$ cat src/rtl/quad_step_decoder.sv
// Quadrature step decoder: synchronises and debounces encoder A/B/index,
// decodes Gray-code steps at x4 resolution and emits one-cycle counter
// commands (00 hold, 01 inc, 10 dec, 11 reset).
module quad_step_decoder #(
  parameter int DB_CYCLES = 8,
  parameter int DB_W      = 4
) (
  input  logic       clk,
  input  logic       rst,
  input  logic       en,
  input  logic       enc_a,
  input  logic       enc_b,
  input  logic       enc_idx,
  input  logic       err_clr,
  output logic [1:0] control,
  output logic       dir,
  output logic       err,
  output logic       dbg_state
);

  typedef enum logic {
    ST_INIT = 1'b0,
    ST_RUN  = 1'b1
  } state_e;

  localparam int              IW        = DB_W + 1;
  localparam logic [IW-1:0]   INIT_LAST = IW'(DB_CYCLES + 1);
  localparam logic [DB_W-1:0] DB_MAX    = DB_W'(DB_CYCLES);

  localparam logic [1:0] CMD_HOLD = 2'b00;
  localparam logic [1:0] CMD_INC  = 2'b01;
  localparam logic [1:0] CMD_DEC  = 2'b10;
  localparam logic [1:0] CMD_RST  = 2'b11;

  // Channel order in all 3-bit vectors: bit0 = A, bit1 = B, bit2 = index.
  logic [2:0]            sync1_q, sync2_q;
  logic [2:0]            acc_q, acc_d;
  logic [2:0]            prev_q, prev_d;
  logic [2:0][DB_W-1:0]  cnt_q, cnt_d;
  state_e                state_q, state_d;
  logic [IW-1:0]         init_cnt_q, init_cnt_d;
  logic [1:0]            control_q, control_d;
  logic                  dir_q, dir_d;
  logic                  err_q, err_d;

  logic [1:0] ab_prev, ab_cur;
  logic       step_fwd, step_rev, step_ill, idx_edge;

  // Two-flop synchronisers on the asynchronous encoder inputs.
  always_ff @(posedge clk) begin
    if (rst) begin
      sync1_q <= '0;
      sync2_q <= '0;
    end else begin
      sync1_q <= {enc_idx, enc_b, enc_a};
      sync2_q <= sync1_q;
    end
  end

  // Per-channel debounce; during INIT the accepted values track the synced
  // values directly so RUN starts from the real encoder position.
  always_comb begin
    acc_d = acc_q;
    cnt_d = cnt_q;
    for (int i = 0; i < 3; i++) begin
      if (state_q == ST_INIT) begin
        acc_d[i] = sync2_q[i];
        cnt_d[i] = '0;
      end else if (sync2_q[i] == acc_q[i]) begin
        cnt_d[i] = '0;
      end else if (cnt_q[i] == DB_MAX) begin
        acc_d[i] = sync2_q[i];
        cnt_d[i] = '0;
      end else begin
        cnt_d[i] = cnt_q[i] + 1'b1;
      end
    end
  end

  // Step classification from previous vs current accepted {A,B}.
  always_comb begin
    ab_prev  = {prev_q[0], prev_q[1]};
    ab_cur   = {acc_q[0], acc_q[1]};
    step_fwd = ((ab_prev == 2'b00) && (ab_cur == 2'b01)) ||
               ((ab_prev == 2'b01) && (ab_cur == 2'b11)) ||
               ((ab_prev == 2'b11) && (ab_cur == 2'b10)) ||
               ((ab_prev == 2'b10) && (ab_cur == 2'b00));
    step_rev = ((ab_prev == 2'b01) && (ab_cur == 2'b00)) ||
               ((ab_prev == 2'b11) && (ab_cur == 2'b01)) ||
               ((ab_prev == 2'b10) && (ab_cur == 2'b11)) ||
               ((ab_prev == 2'b00) && (ab_cur == 2'b10));
    step_ill = ((ab_prev ^ ab_cur) == 2'b11);
    idx_edge = acc_q[2] & ~prev_q[2];
  end

  // FSM next state and registered-output next values. The previous-state
  // register always follows the accepted values, so tracking continues
  // while en is low or after an illegal jump.
  always_comb begin
    state_d    = state_q;
    init_cnt_d = init_cnt_q;
    prev_d     = acc_q;
    control_d  = CMD_HOLD;
    dir_d      = dir_q;
    err_d      = err_q;
    if (err_clr) err_d = 1'b0;
    case (state_q)
      ST_INIT: begin
        init_cnt_d = init_cnt_q + 1'b1;
        if (init_cnt_q == INIT_LAST) state_d = ST_RUN;
      end
      ST_RUN: begin
        if (step_fwd) dir_d = 1'b1;
        else if (step_rev) dir_d = 1'b0;
        // Setting wins over a simultaneous clear.
        if (step_ill) err_d = 1'b1;
        if (en) begin
          if (idx_edge) control_d = CMD_RST;
          else if (step_fwd) control_d = CMD_INC;
          else if (step_rev) control_d = CMD_DEC;
        end
      end
      default: state_d = ST_INIT;
    endcase
  end

  // State, debounce and output registers.
  always_ff @(posedge clk) begin
    if (rst) begin
      state_q    <= ST_INIT;
      init_cnt_q <= '0;
      acc_q      <= '0;
      prev_q     <= '0;
      cnt_q      <= '0;
      control_q  <= CMD_HOLD;
      dir_q      <= 1'b0;
      err_q      <= 1'b0;
    end else begin
      state_q    <= state_d;
      init_cnt_q <= init_cnt_d;
      acc_q      <= acc_d;
      prev_q     <= prev_d;
      cnt_q      <= cnt_d;
      control_q  <= control_d;
      dir_q      <= dir_d;
      err_q      <= err_d;
    end
  end

  assign control   = control_q;
  assign dir       = dir_q;
  assign err       = err_q;
  assign dbg_state = state_q;

endmodule

$ cat config.mk
export PLATFORM = sky130hd
export DESIGN_NAME = quad_step_decoder
export DESIGN_NICKNAME = d
export VERILOG_FILES = /design/src/rtl/quad_step_decoder.sv
export SDC_FILE = /design/constraint.sdc
export NUM_CORES = 1
export LEC_CHECK = 0
export BUFFER_PORTS_ARGS = -buffer_cell sky130_fd_sc_hd__buf_2
export CAP_MARGIN = 0
export CORE_ASPECT_RATIO = 1.1
export CORE_UTILIZATION = 45
export CTS_CLUSTER_DIAMETER = 50
export DETAILED_ROUTE_END_ITERATION = 8
export GPL_TIMING_DRIVEN = 0
export SLEW_MARGIN = 20
export SYNTH_ARGS = -nofsm -noshare
export SYNTH_HDL_FRONTEND = slang
export SYNTH_SLANG_ARGS = --single-unit
$ cat constraint.sdc
create_clock -name clk -period 2.05 [get_ports clk]
set_input_delay 0.205 -clock clk [delete_from_list [all_inputs] [get_ports clk]]
set_output_delay 0.205 -clock clk [all_outputs]
set_load 0.01 [all_outputs]
After elaboration in Yosys (flattened, before gate mapping)
Cells that the tools add are included.
{"block": "totals", "regBits": 34, "output_inout_bits": 5, "wordCells": 87}
{"block": "classes", "n_addsub": 4, "n_eq_ne": 20, "muxes": 19, "bitwise": 5, "n_reduce_logical": 25}
{"operator": "2-to-1 mux 1 bit", "n": 16}
{"operator": "adder 4 x 1 -> 4 bit, second input constant", "n": 3}
{"operator": "equality test 4 bit, second input constant", "n": 3}
{"operator": "OR reduction 4 bit", "n": 3}
{"operator": "equality test 2 bit, second input constant", "n": 5}
{"operator": "logical AND 1 bit", "n": 8}
{"operator": "AND reduction 2 bit", "n": 4}
{"operator": "logical OR 1 bit", "n": 6}
{"operator": "2-to-1 mux 2 bit", "n": 3}
{"operator": "inequality test 2 x 1 -> 1 bit, second input constant", "n": 3}
{"operator": "inequality test 2 bit, second input constant", "n": 3}
{"operator": "adder 5 x 1 -> 5 bit, second input constant", "n": 1}
{"operator": "equality test 5 x 4 -> 1 bit, second input constant", "n": 1}
{"operator": "equality test 2 x 1 -> 1 bit, second input constant", "n": 2}
{"operator": "zero test 2 bit", "n": 2}
{"operator": "equality test 1 bit", "n": 3}
{"operator": "NOT 1 bit", "n": 3}
{"operator": "OR reduction 3 bit", "n": 1}
{"operator": "nonzero test 2 bit", "n": 1}
{"operator": "XOR 2 bit", "n": 1}
{"operator": "AND 1 bit", "n": 1}

Depth between registers and ports, before layout
Gate-level depths: netlist of the first run.
{"block": "logic_depth", "word_depth": 8, "depth_mapped": 5}

Least setup slack after synthesis of the first run
Ideal clock, no wire load.
{"block": "synth_path", "kind": "register to register", "startpoint": "register cnt_q[8] (netlist bit)", "endpoint": "register cnt_q[10] (netlist bit)", "setup_ns": 0.064, "arrival_ns": 1.331, "t_required_ns": 1.986, "setup_slack_ns": 0.655, "path_stages_with_launch": 6, "synth_period_minus_slack_ns": 1.395, "cell_sequence": "dfxtp_1 > inv_1 > ha_1 > and3b_1 > or4_4 > nor2_1"}
{"block": "synth_via", "elab_chain_len": 2, "elab_cells_between_ends": 3}
{"element": "start: declaration", "line": "39", "rtl": "logic [2:0][DB_W-1:0] cnt_q, cnt_d;"}
{"element": "start signal: assignment", "line": "143", "rtl": "cnt_q <= cnt_d;"}
{"element": "parallel branches: the longest is 2 deep, another holds adder 4 x 1 -> 4 bit"}
Several ways; the timed one is not identified.
A chain may end at the register's enable or synchronous reset.

Worst setup path in the final report of the first run
{"block": "layout_path", "startpoint": "register cnt_q[0] (netlist bit)", "endpoint": "register cnt_q[3] (netlist bit)"}
Same word-level chain as after synthesis.

==> results of run 1 <==
-- critical path, cell delays in order (launching register included) --
cell and delay, ps:
dfxtp_1 390, inv_1 60, ha_1 190, and3b_1 200, or4_4 510, nor2_1 110
-- sequential cells by signal, indices dropped and copies added, names as in the netlist --
signal and flops:
dbg_state 1, sync2_q 3, sync1_q 3, acc_q 3
prev_q 3, err 1, control 2, cnt_q 12
init_cnt_q 5, dir 1
-- cell families (layout without fill, tap and decap cells) --
logic type	after synthesis	in the layout	share of synthesized area
buffers and inverters	16	34	0.0444
DFF	34	34	0.504
and+or+nand+nor	49	49	0.207
xor gates and xnor gates	17	17	0.110
adders and majority gates	8	8	0.0741
AOI/OAI and AO/OA	14	14	0.0602
-- final cells by class --
type / instances / area (um^2)
Fill cell: 274 / 1310
Sequential cell: 34 / 681
Multi-Input combinational cell: 88 / 611
Timing Repair Buffer: 11 / 55.1
Inverter: 13 / 48.8
Clock buffer: 7 / 45.0
Tap cell: 33 / 41.3
Buffer: 3 / 11.3
-- cell usage in the layout, fill, tap and decap left out, drive strengths merged, types with 4 or more instances in the layout --
master / instances
ha: 8
inv: 13
xor2: 9
nand3: 4
dfxtp: 34
nor2b: 11
nor2: 21
clkbuf: 9
xnor2: 8
a21oi: 7
buf: 12
o21ai: 4
-- power by group through the flow --
| stage | combinational, mW | sequential [mW] | clock, mW |
|---|---|---|---|
| after floorplan | 0.0330 | 0.698 | 0 |
| after global placement | 0.0457 | 0.700 | 0 |
| after CTS | 0.0480 | 0.686 | 0.348 |
| final | 0.0470 | 0.685 | 0.327 |
| after detailed placement | 0.0477 | 0.701 | 0 |
| after global routing | 0.0534 | 0.689 | 0.378 |
-- metrics by stage --
stage / instance area, um^2 / worst slack (ps) / hold slack, ps / util / cells
global placement: 1450 / 583 / 411 / 0.517 / 182
detailed placement: 1450 / 535 / 417 / 0.517 / 182
finish: 1490 / 529 / 78.9 / 0.533 / 189
floorplan: 1350 / 655 / 277 / - / 138
CTS: 1490 / 524 / 57.0 / 0.533 / 189
global route: 1490 / 430 / 94.0 / 0.533 / 189
-- metal layers --
metal / GRT usage / vias to the layer above / part of all wire / wire (um)
met5: 0 / - / 0 / 0
met1: 0.182 / 421 / 0.45 / 969
met2: 0.268 / 13 / 0.49 / 1080
li1: - / 479 / - / -
met4: 0.110 / 0 / 0.029 / 64
met3: 0.0538 / 8 / 0.030 / 66
-- worst min path at each step --
stage	cells past startpoint	from	endpoint
floorplan	1	rst	sync2_q[0]
detailed placement	2	enc_b	sync1_q[1]
finish	2	enc_b	sync1_q[1]
global placement	2	enc_idx	sync1_q[2]
global route	2	enc_idx	sync1_q[2]
CTS	2	enc_b	sync1_q[1]
==> flow_summary_export.csv, run 1 <==
group,metric,value,unit
power_and_ir_drop,comb_power_share,0.044,
power_and_ir_drop,p_clk_frac,0.309,
sta,setup_viol,0,
floorplanning,dieArea,3230,um^2
global_route,grt_max_degree,11,
critical_path,r2r_setup_slack,530,ps
final_layout,nNetsFinal,171,
global_route,grt_util_all_layers,0.167,
clocking,cts_setup_buffers,0,
sta,slew_headroom,0.666,
sta,tightest_slew,501,ps
synthesis,yosysSeqAreaShare,0.504,
critical_path,cp.required,2320,ps
sta,period_share,0.742,
power_and_ir_drop,p_leak,0.612,nW
critical_path,endpoint_kind,"flop",
synthesis,synth_edf_count,0,
synthesis,yosysMostFrequentCell,"dfxtp_1",
synthesis,synth_top_area_frac,0.504,
power_and_ir_drop,switchingPower,0.234,mW
power_and_ir_drop,peakVddDrop,0.518,mV
sta,fmax,658,MHz
route,ant_nets,0,
clocking,path_clk_slew,90,ps
flow_run,maxCapViolations,0,
synthesis,synth_top_area_cell,"dfxtp_1",
clocking,cts_buffers,5,
route,post_drt_wl_per_cell,11.5,um
sta,grt_setup_unrepaired,"false",
synthesis,syn_area,1350,um^2
synthesis,synthArstFlopShare,0,
synthesis,yosysUniqueCellTypes,21,
floorplanning,coreArea,2800,um^2
sta,fin_skew,6.85,ps
power_and_ir_drop,p_total,1.06,mW
synthesis,ys.flop_type,"dfxtp_1",
synthesis,synth_cells,138,
placement,port_buffers,11,
route,vias,921,
clocking,cts_tree,"built",
floorplanning,ioPinCount,12,
clocking,clkLatencyLatePin,330,ps
sta,setup_tns,0,ps
clocking,ctsHoldBuffers,0,
floorplanning,rows,20,
worst_hold_path,hold_class,"input port to flop",
route,drtIter0Drc,10,
power_and_ir_drop,p_sw_frac,0.221,
critical_path,r2r_end,"cnt_q[3]",
status,status,"complete, no violations",
final_layout,syn2layout_area_growth,10.5,%
floorplanning,fp.dieW,54.3,um
route,route.detailed.drc,0,
sta,hold_violations,0,
floorplanning,die_h,59.5,um
critical_path,critical_path.endpoint,"cnt_q[3]",
power_and_ir_drop,p_seq_frac,0.647,
clocking,post_cts_resize_count,0,
sta,slew_violations,0,
critical_path,reg2reg_depth,5,
route,drt_wl_total,2.18,mm
global_route,grt.overflow.total,0,
synthesis,ys_ff_latch,34,
placement,gp_congestion,0.812,
power_and_ir_drop,internal_power,0.825,mW
power_and_ir_drop,power.density,710,nW/um^2
placement,hpwl,1.58,mm
clocking,htreeDepth,2,
synthesis,synth_area_per_cell,9.79,um^2
sta,min_period,1520,ps
critical_path,crit-reg2reg-launch,"cnt_q[0]",
synthesis,synth_nets,153,
critical_path,worst-path-max-fanout,4,
global_route,grt_pass1_vias,892,
floorplanning,start_util,0.482,
clocking,root_buffer,"clkbuf_4",
route,vias_per_cell,4.87,
critical_path,cp.arrival,1790,ps
clocking,cts.sinks,34,
synthesis,synth_area_leaders,"dfxtp_1, ha_1, nor2_1",
final_layout,diodes,0,
global_route,grt_pass1_wl,3.72,mm
final_layout,layout-drive-gt1-share,0.122,
synthesis,yosysWarnings,0,
critical_path,worst_setup_path_start_kind,"flop",
global_route,antenna_found_initial,0,
route,dr.pass1.iters,3,
critical_path,crit_type,"flop to flop",
clocking,clockBufferDepth,2,
synthesis,synth_common_cells,"dfxtp_1, nor2_1, inv_1",
critical_path,startpoint,"cnt_q[0]",
Power figures use the tool's default switching activity.
==> inputs of run 2 (changes only) <==
- clock period: 2.05 -> 1.4 ns (I/O delays scaled with it)
==> run 2 against run 1 <==
Compared with the run above:
- clock power up 47%
- global-route usage up 0.36 points
- non-clock buffer count up 7
- largest cell class unchanged
- worst hold slack worse by 59 ps
- critical path type unchanged
- cell area up 7.5%
- total power up 47%
- wire length up 5.6%
- largest power group unchanged
- worst setup slack worse by 510 ps
- critical path depth unchanged
- count of clock-buffer cells in the layout unchanged
- first-iteration DRC count down 10%
==> flow_summary_export.csv, run 2 (synthesis results as in run 1) <==
group,metric,value,unit
status,status,"complete, no violations",
worst_hold_path,hold_class,"input port to flop",
final_layout,top_register,"cnt_q",
critical_path,worst-path-max-fanout,4,
critical_path,crit-reg2reg-launch,"cnt_q[8]",
sta,period_share,0.989,
sta,min_period,1390,ps
final_layout,layout-drive-gt1-share,0.294,
route,ant_nets,0,
final_layout,syn2layout_area_growth,18.8,%
route,route.detailed.drc,0,
final_layout,fin_util,0.573,
flow_run,maxCapViolations,0,
sta,grt_setup_unrepaired,"true",
critical_path,cp.arrival,1660,ps
final_layout,final_common_cell,"dfxtp_1",
route,vias_per_cell,4.95,
floorplanning,rows,20,
floorplanning,coreArea,2800,um^2
critical_path,crit_chain,"inv_2, ha_4, and3b_2, or4_4, nor2_2",
critical_path,cp.required,1680,ps
clocking,clockBufferDepth,2,
critical_path,endpoint_kind,"flop",
power_and_ir_drop,switchingPower,0.344,mW
power_and_ir_drop,comb_power_share,0.046,
clocking,root_buffer,"clkbuf_4",
clocking,cts.sinks,34,
final_layout,reg_top3,"cnt_q (12), init_cnt_q (5)",
critical_path,r2r_setup_slack,10,ps
floorplanning,die_h,59.5,um
sta,fmax,722,MHz
floorplanning,dieArea,3230,um^2
sta,slew_headroom,0.696,
clocking,htreeDepth,2,
power_and_ir_drop,p_seq_frac,0.646,
critical_path,startpoint,"cnt_q[8]",
sta,fin_skew,7.78,ps
critical_path,path_delay_family,"simple AND/OR/NAND/NOR gates",
critical_path,slowest_delay,460,ps
global_route,grt.overflow.total,0,
clocking,cts_buffers,5,
route,dr.pass1.iters,4,
floorplanning,fp.dieW,54.3,um
final_layout,nNetsFinal,178,
critical_path,crit_type,"flop to flop",
power_and_ir_drop,p_leak,0.655,nW
final_layout,nFillCells,267,
route,post_drt_wl_per_cell,11.7,um
sta,hold_violations,0,
global_route,grt_util_all_layers,0.170,
placement,placed_cell_area,1450,um^2
power_and_ir_drop,internal_power,1.21,mW
placement,port_buffers,11,
route,drt_wl_total,2.30,mm
power_and_ir_drop,power.density,968,nW/um^2
final_layout,largest_reg_flops,12,
route,vias,970,
global_route,grt_pass1_wl,3.81,mm
critical_path,cpMaxStageDelayCell,"or4_4",
placement,gp_congestion,0.812,
global_route,grt_max_degree,11,
global_route,grt_pass1_vias,918,
clocking,clkLatencyLatePin,330,ps
critical_path,path_buf_inv,1,
sta,tightest_slew,455,ps
floorplanning,start_util,0.482,
sta,slew_violations,0,
power_and_ir_drop,p_clk_frac,0.309,
final_layout,diodes,0,
final_layout,post-route-cell-area,1610,um^2
sta,setup_viol,0,
power_and_ir_drop,p_sw_frac,0.221,
worst_hold_path,min-delay-start,"enc_idx",
critical_path,worst_setup_path_start_kind,"flop",
placement,hpwl,1.58,mm
clocking,cts_tree,"built",
floorplanning,ioPinCount,12,
global_route,antenna_found_initial,0,
route,drtIter0Drc,9,
clocking,path_clk_slew,90,ps
power_and_ir_drop,peakVddDrop,0.758,mV
final_layout,final_cell_mix,"dfxtp_1, nor2_1, nor2b_1, buf_2",
run 2: area by class of cell:
cell class | count | area [um^2] | area share
plain buffers | 3 | 12.5 | 0.00779
clock buffers | 7 | 45.0 | 0.0281
inverters | 13 | 48.8 | 0.0304
multi-input cells | 88 | 659 | 0.411
flip-flops and latches | 34 | 688 | 0.429
well taps | 33 | 41.3 | 0.0257
repair buffers | 18 | 110 | 0.0686
run 2: per-layer routing:
layer / up-vias / track usage / share of wire
li1: 497 / - / -
met1: 452 / 0.186 / 0.42
met2: 13 / 0.277 / 0.52
met3: 8 / 0.0538 / 0.030
met4: 0 / 0.110 / 0.028
met5: - / 0 / 0
run 2: timing repair:
| item | in CTS | in global routing |
|---|---|---|
| buffers inserted | 4 | 2 |
| endpoints found under the setup margin | 12 | 13 |
| hold endpoints to repair | 1 | 0 |
| hold buffers | 1 | 0 |
| pin swaps | 3 | 4 |
| resized for setup | 7 | 18 |
run 2: final timing paths:
check                to  cells past startpoint
max reg2reg   cnt_q[10]                      5
min reg2reg  sync2_q[0]                      1
max           cnt_q[10]                      5
min          sync1_q[2]                      2
run 2: power groups by stage:
| stage | Clock (mW) | Sequential [mW] | Combinational (mW) |
|---|---|---|---|
| after detailed placement | 0 | 1.03 | 0.0698 |
| after global routing | 0.555 | 1.01 | 0.0806 |
| final | 0.480 | 1.00 | 0.0711 |
| after global placement | 0 | 1.03 | 0.0669 |
| after floorplan | 0 | 1.02 | 0.0483 |
| after CTS | 0.509 | 1.00 | 0.0724 |
run 2: stage by stage:
step / TNS (ps) / cells / total power, mW / worst slack, ps / hold slack, ps
after global routing: -74.3 / 196 / 1.64 / -33.5 / 29.3
after detailed placement: -1120 / 182 / 1.10 / -115 / 352
after floorplan: 0 / 138 / 1.07 / 5.08 / 212
after CTS: 0 / 194 / 1.59 / 10.7 / 6.32
after global placement: -670 / 182 / 1.09 / -66.9 / 346
final: 0 / 196 / 1.55 / 14.7 / 19.6
run 2: worst reg2reg max path, cell delays in order (launching register included):
cell and delay [ps]:
dfxtp_2 350, inv_2 50, ha_4 140, and3b_2 210, or4_4 460, nor2_2 120
==> inputs of run 3 (changes only) <==
- PLACE_DENSITY: unset -> 0.7
==> run 3 against run 2 <==
Compared with the run above:
- sequential power about the same
- worst hold slack gained 21 ps
- clock power grew 49%
- global-route usage grew 0.65 points
- sequential share of layout area is 1.6 points lower
- wire length up 3.7%
==> flow_summary_export.csv, run 3 (synthesis results as in run 1) <==
group,metric,value,unit
power_and_ir_drop,p_sw_frac,0.221,
global_route,grt_use_met2,0.275,
final_layout,final_cell_mix,"dfxtp_1, nor2_1, nor2b_1, buf_2, xor2_1",
placement,gp_congestion,0.700,
critical_path,worst-path-max-fanout,4,
final_layout,nNetsFinal,181,
placement,port_buffers,11,
global_route,antenna_found_initial,0,
floorplanning,ioPinCount,12,
route,drt_wl_total,2.38,mm
route,post_drt_wl_per_cell,11.9,um
power_and_ir_drop,comb_power_share,0.042,
placement,dp_slack,-120,ps
clocking,clockBufferDepth,2,
sta,fin_ws,1.25,ps
global_route,gr-max-usage-layer,"met2",
route,vias,1007,
final_layout,diodes,0,
global_route,grt_pass1_vias,990,
critical_path,cpMaxStageDelayCell,"or4_4",
sta,tightest_slew,456,ps
route,drtIter0Drc,16,
sta,setup_viol,0,
clocking,htreeDepth,2,
status,status,"complete, no violations",
worst_hold_path,hold_class,"input port to flop",
final_layout,final_common_cell,"dfxtp_1",
sta,grt_setup_unrepaired,"true",
route,route.detailed.drc,0,
final_layout,top_register,"cnt_q",
critical_path,worst_setup_path_start_kind,"flop",
critical_path,endpoint_kind,"flop",
sta,min_period,1400,ps
floorplanning,coreArea,2800,um^2
critical_path,crit_type,"flop to flop",
sta,fin_skew,8.01,ps
final_layout,stdcell_count,200,
power_and_ir_drop,internal_power,1.39,mW
clocking,root_buffer,"clkbuf_4",
power_and_ir_drop,p_seq_frac,0.560,
clocking,clkLatencyLatePin,350,ps
global_route,met1_usage,0.198,
power_and_ir_drop,peakVddDrop,0.953,mV
route,ant_nets,0,
floorplanning,start_util,0.482,
final_layout,fin_util,0.595,
critical_path,crit_chain,"inv_1, ha_4, and3b_2, or4_4, nor2_1",
final_layout,syn2layout_area_growth,23.4,%
global_route,grt_max_degree,12,
sta,fmax,715,MHz
global_route,grt_pass1_wl,3.93,mm
critical_path,cp.required,1680,ps
clocking,path_clk_slew,100,ps
sta,slew_violations,0,
placement,dpl.cell_count,182,
global_route,use_met3,0.0538,
power_and_ir_drop,power.density,1070,nW/um^2
power_and_ir_drop,p_clk_frac,0.398,
floorplanning,dieArea,3230,um^2
clocking,cts_buffers,5,
critical_path,path_delay_family,"simple AND/OR/NAND/NOR gates",
floorplanning,fp.dieW,54.3,um
sta,period_share,0.999,
clocking,cts.sinks,34,
power_and_ir_drop,p_leak,0.688,nW
placement,hpwl,1.60,mm
floorplanning,rows,20,
critical_path,path_buf_inv,1,
sta,whs,40.4,ps
sta,slew_headroom,0.696,
route,vias_per_cell,5.04,
global_route,grt.overflow.total,0,
floorplanning,die_h,59.5,um
global_route,grt_util_all_layers,0.177,
final_layout,reg_top3,"cnt_q (12), init_cnt_q (5)",
final_layout,layout-drive-gt1-share,0.329,
critical_path,cp.arrival,1680,ps
critical_path,slowest_delay,460,ps
route,dr.pass1.iters,6,
clocking,cts_tree,"built",
final_layout,largest_reg_flops,12,
flow_run,maxCapViolations,0,
power_and_ir_drop,switchingPower,0.396,mW
sta,hold_violations,0,
run 3: changes by cell type in the layout (fill, tap and decap cells not counted), moves of 2 or more:
| cell | previous run | this run |
|---|---|---|
| clkinv_2 | 0 | 2 |
| dlygate4sd3_1 | 1 | 3 |
| and3b_2 | 1 | 3 |
| clkbuf_1 | 4 | 2 |
| and3b_1 | 2 | 0 |
run 3: power by group through the flow:
stage,sequential (mW),combinational [mW],clock (mW)
after detailed placement,1.03,0.0679,0
after global routing,1.01,0.0844,0.770
final,1.00,0.0746,0.713
after floorplan,1.02,0.0483,0
after global placement,1.02,0.0656,0
after CTS,1.00,0.0728,0.724
run 3: final cells by class:
class                      count  area (um^2)
inverter                      13         48.8
timing repair buffer          21          138
clock buffer                   5         37.5
buffer                         3         12.5
sequential                    34          688
multi-input combinational     88          662
fill                         254         1130
tap                           33         41.3
clock inverter                 3         40.0
run 3: metrics by stage:
stage	TNS (ps)	instance area, um^2	total power, mW
3_5_place_dp	-1150	1450	1.09
3_3_place_gp	-468	1450	1.09
6_report	0	1670	1.79
4_1_cts	0	1590	1.80
2_1_floorplan	0	1350	1.07
5_1_grt	-272	1670	1.86
run 3: worst paths after layout:
check,endpoint,start,depth (start not counted),slack [ps]
max,cnt_q[0],cnt_q[0],5,1
min,control[1],en,2,40
max reg2reg,cnt_q[0],cnt_q[0],5,1
min reg2reg,sync2_q[1],sync1_q[1],1,460
run 3: repair_timing:
action	CTS	global route
hold endpoints to repair	2	1
hold buffers	2	1
buffers inserted	5	2
endpoints found under the setup margin	12	13
resized for setup	7	21
pin swaps	5	3
run 3: metal layers:
layer,wire length (um),vias up
li1,-,501
met3,108,9
met4,78,0
met5,0,-
met1,1090,473
met2,1100,24
